--- src/rtl/jitter_fifo_pkg.sv ---
// Shared types and constants for the jitter FIFO: delay modes, read FSM states,
// LFSR taps/seed and the per-read delay calculation.
package jitter_fifo_pkg;

  typedef enum logic [1:0] {
    ModeBypass          = 2'd0,
    ModeFixed           = 2'd1,
    ModeRandom          = 2'd2,
    ModeFixedPlusRandom = 2'd3
  } mode_e;

  typedef enum logic {
    StIdle = 1'b0,
    StWait = 1'b1
  } rd_state_e;

  // x^32 + x^22 + x^2 + x + 1 -> state bits 31, 21, 1, 0 feed the XOR.
  localparam logic [31:0] LfsrTaps        = 32'h8020_0003;
  localparam logic [31:0] LfsrDefaultSeed = 32'h3ADE_68B1;

  // Only the low LFSR byte contributes; the full word is passed for convenience.
  function automatic logic [7:0] calc_delay(input mode_e       mode,
                                            input logic [7:0]  fixed_delay,
                                            input logic [7:0]  delay_mask,
                                            input logic [31:0] lfsr);
    logic [7:0] rnd;
    logic [8:0] sum;
    rnd = lfsr[7:0] & delay_mask;
    sum = {1'b0, fixed_delay} + {1'b0, rnd};
    case (mode)
      ModeBypass:  calc_delay = 8'd0;
      ModeFixed:   calc_delay = fixed_delay;
      ModeRandom:  calc_delay = rnd;
      default:     calc_delay = sum[8] ? 8'hFF : sum[7:0];
    endcase
  endfunction

endpackage

--- src/rtl/jitter_lfsr.sv ---
// 32-bit Fibonacci LFSR that steps only when advance_i is high.
module jitter_lfsr
  import jitter_fifo_pkg::*;
(
  input  logic        clk,
  input  logic        srst,
  input  logic        advance_i,
  input  logic [31:0] seed_i,
  output logic [31:0] state_o
);

  logic [31:0] state_q, state_d;

  always_comb begin
    state_d = state_q;
    if (advance_i) begin
      state_d = {state_q[30:0], ^(state_q & LfsrTaps)};
    end
  end

  always_ff @(posedge clk or posedge srst) begin
    if (srst) begin
      state_q <= seed_i;
    end else begin
      state_q <= state_d;
    end
  end

  assign state_o = state_q;

endmodule

--- src/rtl/jitter_fifo.sv ---
// FIFO whose reads are released after a bypass, fixed, random or combined delay,
// the random part drawn from an LFSR that steps once per pop.
module jitter_fifo
  import jitter_fifo_pkg::*;
#(
  parameter int unsigned DATA_W    = 8,
  parameter int unsigned ADDR_W    = 8,
  parameter logic [31:0] LFSR_SEED = LfsrDefaultSeed
) (
  input  logic              clk,
  input  logic              srst,
  input  logic [DATA_W-1:0] din_i,
  input  logic              wr_en_i,
  output logic              full_o,
  input  logic              rd_en_i,
  output logic [DATA_W-1:0] dout_o,
  output logic              dout_valid_o,
  output logic              empty_o,
  output logic [ADDR_W:0]   count_o,
  input  logic [1:0]        mode_i,
  input  logic [7:0]        fixed_delay_i,
  input  logic [7:0]        delay_mask_i
);

  localparam int unsigned   Depth   = 2 ** ADDR_W;
  localparam logic [ADDR_W:0] FullCnt = (ADDR_W + 1)'(Depth);
  localparam logic [31:0]   SeedEff = (LFSR_SEED == 32'h0) ? 32'h1 : LFSR_SEED;

  logic [DATA_W-1:0] mem_q [Depth];
  logic [ADDR_W-1:0] wr_ptr_q, rd_ptr_q;
  logic [ADDR_W:0]   count_q, count_d;
  rd_state_e         state_q, state_d;
  logic [7:0]        cnt_q, cnt_d, delay;
  logic [DATA_W-1:0] dout_q;
  logic              valid_q;
  logic              wr, pop;
  logic [31:0]       lfsr_state;

  assign empty_o      = (count_q == '0);
  assign full_o       = (count_q == FullCnt);
  assign count_o      = count_q;
  assign dout_o       = dout_q;
  assign dout_valid_o = valid_q;
  assign wr           = wr_en_i && !full_o;

  jitter_lfsr u_lfsr (
    .clk      (clk),
    .srst     (srst),
    .advance_i(pop),
    .seed_i   (SeedEff),
    .state_o  (lfsr_state)
  );

  always_comb begin
    state_d = state_q;
    cnt_d   = cnt_q;
    pop     = 1'b0;
    delay   = calc_delay(mode_e'(mode_i), fixed_delay_i, delay_mask_i, lfsr_state);
    unique case (state_q)
      StIdle: begin
        if (rd_en_i && !empty_o) begin
          if (delay == 8'd0) begin
            pop = 1'b1;
          end else begin
            state_d = StWait;
            cnt_d   = delay;
          end
        end
      end
      StWait: begin
        // Counter freezes while rd_en_i is low; pop on the last remaining edge.
        if (rd_en_i) begin
          if (cnt_q == 8'd1) begin
            pop     = 1'b1;
            state_d = StIdle;
            cnt_d   = 8'd0;
          end else begin
            cnt_d = cnt_q - 8'd1;
          end
        end
      end
      default: state_d = StIdle;
    endcase
  end

  always_comb begin
    count_d = count_q;
    if (wr && !pop) begin
      count_d = count_q + 1'b1;
    end else if (pop && !wr) begin
      count_d = count_q - 1'b1;
    end
  end

  always_ff @(posedge clk or posedge srst) begin
    if (srst) begin
      wr_ptr_q <= '0;
      rd_ptr_q <= '0;
      count_q  <= '0;
      state_q  <= StIdle;
      cnt_q    <= 8'd0;
      dout_q   <= '0;
      valid_q  <= 1'b0;
    end else begin
      count_q <= count_d;
      state_q <= state_d;
      cnt_q   <= cnt_d;
      valid_q <= pop;
      dout_q  <= pop ? mem_q[rd_ptr_q] : '0;
      if (wr) begin
        wr_ptr_q <= wr_ptr_q + 1'b1;
      end
      if (pop) begin
        rd_ptr_q <= rd_ptr_q + 1'b1;
      end
    end
  end

  // Storage is intentionally not reset.
  always_ff @(posedge clk) begin
    if (wr) begin
      mem_q[wr_ptr_q] <= din_i;
    end
  end

endmodule

--- config.mk ---
export PLATFORM = sky130hd
export DESIGN_NAME = jitter_fifo
export DESIGN_NICKNAME = d
export VERILOG_FILES = /design/src/rtl/jitter_fifo_pkg.sv /design/src/rtl/jitter_lfsr.sv /design/src/rtl/jitter_fifo.sv
export SDC_FILE = /design/constraint.sdc
export NUM_CORES = 2
export LEC_CHECK = 0
export CORE_ASPECT_RATIO = 0.9
export CORE_MARGIN = 4
export CORE_UTILIZATION = 55
export CTS_BUF_LIST = sky130_fd_sc_hd__clkbuf_8
export DETAILED_ROUTE_END_ITERATION = 16
export PLACE_DENSITY = 0.67
export SYNTH_ARGS = -nofsm -noshare
export SYNTH_HDL_FRONTEND = slang
export SYNTH_SLANG_ARGS = --single-unit
--- constraint.sdc ---
create_clock -name clk -period 5.63 [get_ports clk]
set_clock_uncertainty 0.2 [all_clocks]
set_input_delay 1.4075 -clock clk [delete_from_list [all_inputs] [get_ports clk]]
set_output_delay 1.4075 -clock clk [all_outputs]
set_load 0.02 [all_outputs]
[Word-level counts from Yosys, hierarchy flattened]
Memory sizes are Yosys's and may differ from the RTL's.
Cells that the tools add are included.
Cells by class
  eq/ne operators: 7
  bitwise gates (word level): 2
  muxes and demuxes: 22
  $add $sub $neg: 6
  reductions and logical operators: 14
Operators by type and width (number)
  $mux 8: 6
  $reduce_xor 32->1: 1
  $pmux 8 s3: 1
  $mux 9: 2
  $add 8x1->8 const B: 2
  $pmux 8 s2: 1
  $mux 1: 10
  $add 8x8->9: 1
  $add 9x1->9 const B: 1
  $eq 9x9->1 const B: 1
  $logic_not 9->1: 1
  $sub 9x1->9 const B: 1
  $and 8x8->8: 1
  $eq 8x1->1 const B: 1
  $logic_not 8->1: 1
  $sub 8x1->8 const B: 1
  $ne 2x2->1 const B: 3
  $logic_and 1x1->1: 4
  $logic_not 1->1: 4
  $pmux 1 s2: 2
  $reduce_and 3->1: 1
  $eq 2x1->1 const B: 1
  $eq 2x2->1 const B: 1
  $logic_not 2->1: 1
  other kinds (2): 2
Storage, ports and cells
  bits in writable memories: 2048
  memories: 1
  bits of input ports: 30
  register bits: 75
Memories
  mem_q: depth 256, bits a word 8, rd ports 1, clocked after memory_dff 0, write ports 1, line jitter_fifo.sv:29  | logic [DATA_W-1:0] mem_q [Depth];

[Longest topological paths before layout]
  word-level depth: 11
  mapped depth: 23

[Least setup slack after synthesis]
OpenSTA, ideal clock, no wires.
  path type: input -> register
  from: in delay_mask_i[0]
  to: reg count_q[8], in the netlist count_o[8]
  path slack: -542 ps
  stages on the path: 23
  arrival time: 5892 ps
  buffers on the path: 2
  cells stage by stage: and2_1 ha_1 fa_1 nand3_1 a21oi_1 or4b_1 o31a_1 a211oi_4 nand4b_4 and2_1 buf_6 buf_2 ha_1 inv_1 ha_1 a21oi_1 o21ai_0 a21oi_1 o21bai_1 a21o_1 a21oi_1 mux2i_1 xnor2_1
On the way
  cells in the longest elaborated chain, start to end: 11
  elaborated cells on any way between the ends: 13
RTL lines
  start, declared: line jitter_fifo.sv:22  | input logic [7:0] delay_mask_i
  $and 8x8->8 *: line jitter_fifo_pkg.sv:28  | rnd = lfsr[7:0] & delay_mask;
  $add 8x8->9: line jitter_fifo_pkg.sv:29  | sum = {1'b0, fixed_delay} + {1'b0, rnd};
  $mux 8: line jitter_fifo_pkg.sv:34  | default: calc_delay = sum[8] ? 8'hFF : sum[7:0];
  $pmux 8 s3 *: line jitter_fifo_pkg.sv:30  | case (mode)
  $logic_not 8->1 *: line jitter_fifo.sv:62  | if (delay == 8'd0) begin
  $mux 1 *: line jitter_fifo.sv:62
  $mux 1 *: line jitter_fifo.sv:61  | if (rd_en_i && !empty_o) begin
  $pmux 1 s2 *: line jitter_fifo.sv:59  | unique case (state_q)
  $logic_not 1->1: line jitter_fifo.sv:88  | if (wr && !pop) begin
  $logic_and 1x1->1: line jitter_fifo.sv:88
  $mux 9 or $reduce_bool 2->1 (tied branches)
  end signal, assigned: line jitter_fifo.sv:105  | count_q <= count_d;
  end, declared: line jitter_fifo.sv:31  | logic [ADDR_W:0] count_q, count_d;
Mark *: on every way between the ends. The rest lies on a longest branch, timed or not.
A chain may end at the register's enable or synchronous reset.

[Worst setup path after layout]
  from: in delay_mask_i[0]
  to: reg count_q[7], in the netlist count_o[7]
Same word-level chain as after synthesis.

==> flow_summary.yaml <==
timing:
  finalSetupViolCount: 0
  rsz0062_at_grt: "no"
  finalWorstSetupSlack_ns: 0.568
  maxSlewViolCount: 0
  hold_violations: 0
  worstMarginPinSlew_ns: 1.20
  period_share: 0.899
  fmax_mhz: 198
  holdWs_ns: 0.298
  relSlewSlack: 0.199
  min_period_ns: 5.06
finish:
  area_delta_synth_final_pct: 11.3
  drive_gt1_frac: 0.300
  regArea_um2: 63400
  fill_cells: 10200
  nNetsFinal: 4086
  multi_input_area_um2: 18800
clock_tree:
  clk_pin_slew_worst_paths_ns: 0.06
  cts_num_sinks: 2123
  root_buffer: "clkbuf_8"
  cts_tree: "built"
  clock_latency_ns: 1.01
  htree_levels: 5
  hold_buffers: 0
  cts_resized: 0
  cts_setup_buffers: 0
  clk_path_buf_depth: 4
  numCtsBuffers: 343
placement:
  dp_slack_ns: -0.396
  gp_congestion: 0.844
  post-dp-hpwl_um: 111000
  io_buffers: 49
worst_setup_path:
  critPathMaxFanout: 5
  path_cells: "clkdlybuf4s50_1 -> and2_4 -> ha_4 -> fa_2 -> nand3_2 -> a21oi_2 -> or4b_1 -> o31a_1 -> a211oi_4 -> nand4b_4 -> and2_4 -> ha_4 -> inv_8 -> ha_1 -> a21o_1 -> a21oi_2 -> o21bai_1 -> a21oi_2 -> o21bai_1 -> a21oi_1 -> xor2_1 -> o21ai_1"
  end_kind: "register"
  cp_slowest_cell: "or4b_1"
  path_depth: 22
  path_class: "input port to register"
  cp_common_cell: "a21oi_2"
  slowest_delay_ns: 0.51
  required_ns: 6.28
  arrival_ns: 5.72
  critPathLaunchType: "input port"
  r2r.worst_path.cells: 21
  critPathBufInv: 2
  crit_family: "compound AO/OA/AOI/OAI gates"
synthesis:
  synth-xor-area-share: 0.00306
  synthAdderAreaFrac: 0.00410
  yosys.area_share.simple: 0.0232
  synth_area_um2: 83000
  syn_nets: 3775
  synth_compound_area_frac: 0.0147
  synthTopCellsByCount: "2,048 x edfxtp_1, 632 x mux4_2, 283 x nor2_1, 123 x clkbuf_1, 79 x nand2_1"
  yosys.area.top_type: "edfxtp_1"
  synth_edf_count: 2048
  netlist-cell-type-count: 61
  synth-seq-cells: 2123
  synth_mux_area_frac: 0.180
  synth_flop_cell: "edfxtp_1"
  ys_warn_count: 0
  yosysSeqAreaShare: 0.763
  synth_most_common_cell: "edfxtp_1"
  synth.top_cell.area_share: 0.741
  avgSynthCellArea_um2: 22.3
  syn_inst: 3719
  async_reset_ff_frac: 0.0353
  synthTopCellsByArea: "edfxtp_1 74%, mux4_2 17%, dfrtp_1 1.7%"
  synth_top_family_by_area: "multiplexers"
routing:
  avgViaCountPerCell: 6.31
  drcViolationCount: 0
  drt_iter0_markers: 4737
  dr.pass1.iters: 6
  ant_nets: 0
  wl_per_cell_um: 30.4
  drt-total-wl_um: 189000
  vias: 39300
die:
  die_y_um: 377
  core-area_um2: 149000
  die_w_um: 418
  initial_core_util: 0.556
  io_pins: 50
  fp.dieArea_um2: 157000
  rows: 134
worst_hold_path:
  min_path_type: "register to register"
  hold_path_depth: 1
status:
  status: "finished clean"
grt:
  antenna_found_initial: 2
  grt_max_degree: 181
  grt_pass1_vias: 39900
  grt_usage: 0.244
  grt.overflow.total: 0
  grt_pass1_wl_um: 279000
job:
  timing.max_cap.violations: 0
power:
  p_switching_w: 0.00800
  powerDensity_nw_per_um2: 359
  clkPwrFrac: 0.358
  internal-power_w: 0.0252
  p_sw_frac: 0.241
  p_comb_frac: 0.109
  power.static_leakage_nw: 28.6
  seqPwrFrac: 0.533
  ir_drop_mv: 0.285
worst reg2reg max path: cells and delay by family (launching register included):
family / cells / cell delay (ns)
compound gates: 10 / 1.56
flops: 1 / 0.40
simple gates: 5 / 1.11
xor+xnor: 1 / 0.15
buf+inv: 1 / 0.08
fa+ha+maj: 4 / 1.00
per-layer routing:
layer,vias up,wire (um),global-route usage
li1,16300,-,-
met1,20900,79000,0.369
met2,1812,88700,0.366
met3,347,16400,0.0520
met4,0,5120,0.0732
met5,-,0,0
metrics by stage:
stage / total power (W) / utilization / instances / setup TNS [ns] / area, um^2
global route: 0.0344 / 0.620 / 6231 / 0 / 92400
finish: 0.0332 / 0.620 / 6232 / 0 / 92400
CTS: 0.0335 / 0.619 / 6229 / 0 / 92400
global placement: 0.0217 / 0.580 / 5657 / -1.15 / 86500
detailed placement: 0.0217 / 0.580 / 5657 / -1.21 / 86500
floorplan: 0.0202 / - / 3719 / -0.266 / 83200
path summary, 6_finish.rpt:
path	end	from	slack [ns]
setup / recovery	count_o[7]	delay_mask_i[0]	0.57
hold / removal	cnt_q[7]	cnt_q[7]	0.30
setup reg to reg	count_o[7]	u_lfsr.state_o[0]	1.01
hold reg to reg	cnt_q[7]	cnt_q[7]	0.30
max in group asynchronous	rd_ptr_q[0]	srst	3.70
min in group asynchronous	cnt_q[5]	srst	0.73
power groups by stage:
stage | clock network, W | registers, W | logic (W)
2_1_floorplan | 0 | 0.0180 | 0.00226
3_3_place_gp | 0 | 0.0180 | 0.00364
3_5_place_dp | 0 | 0.0180 | 0.00367
4_1_cts | 0.0121 | 0.0177 | 0.00367
5_1_grt | 0.0129 | 0.0177 | 0.00386
6_report | 0.0119 | 0.0177 | 0.00362
kinds of logic (layout without fill, tap and decap cells):
| family | after synthesis | count (layout) |
|---|---|---|
| fa+ha+maj | 26 | 26 |
| compound gates | 176 | 176 |
| buf+inv | 224 | 762 |
| xor+xnor | 29 | 29 |
| other cells | 0 | 3 |
| mux | 685 | 685 |
| simple gates | 456 | 456 |
| flops | 2123 | 2123 |
state kept, by name, indices dropped and copies added (netlist names):
signal          cells
mem_q            2048
u_lfsr.state_o     32
count_o             9
cnt_q               8
dout_o              8
rd_ptr_q            8
wr_ptr_q            8
dout_valid_o        1
state_q             1
cells in the final DEF (no fill, tap or decap), drive strengths merged, types with 14 or more instances in the layout:
master         Yosys  layout
a211oi            18      18
a21oi             35      35
a22o              14      14
a22oi             34      34
buf               87     129
clkbuf           123     358
clkdlybuf4s50      0      41
clkinv             0      86
dfrtp             58      58
dfstp             17      17
edfxtp          2048    2048
ha                24      24
inv               14     136
mux2              50      50
mux4             632     632
nand2             79      79
nand3             31      31
nor2             283     283
nor2b             18      18
o21ai             27      27
xnor2             16      16
layout make-up:
cell class                 instances  share of cell area
antenna                            3           0.0000812
clock buffer                     352              0.0524
clock inverter                   220              0.0116
inverter                          14            0.000677
multi-input combinational       1372               0.204
sequential                      2123               0.686
tap                             1972              0.0267
timing repair buffer             176              0.0188
Note: power is estimated with default switching activity, not from simulation.
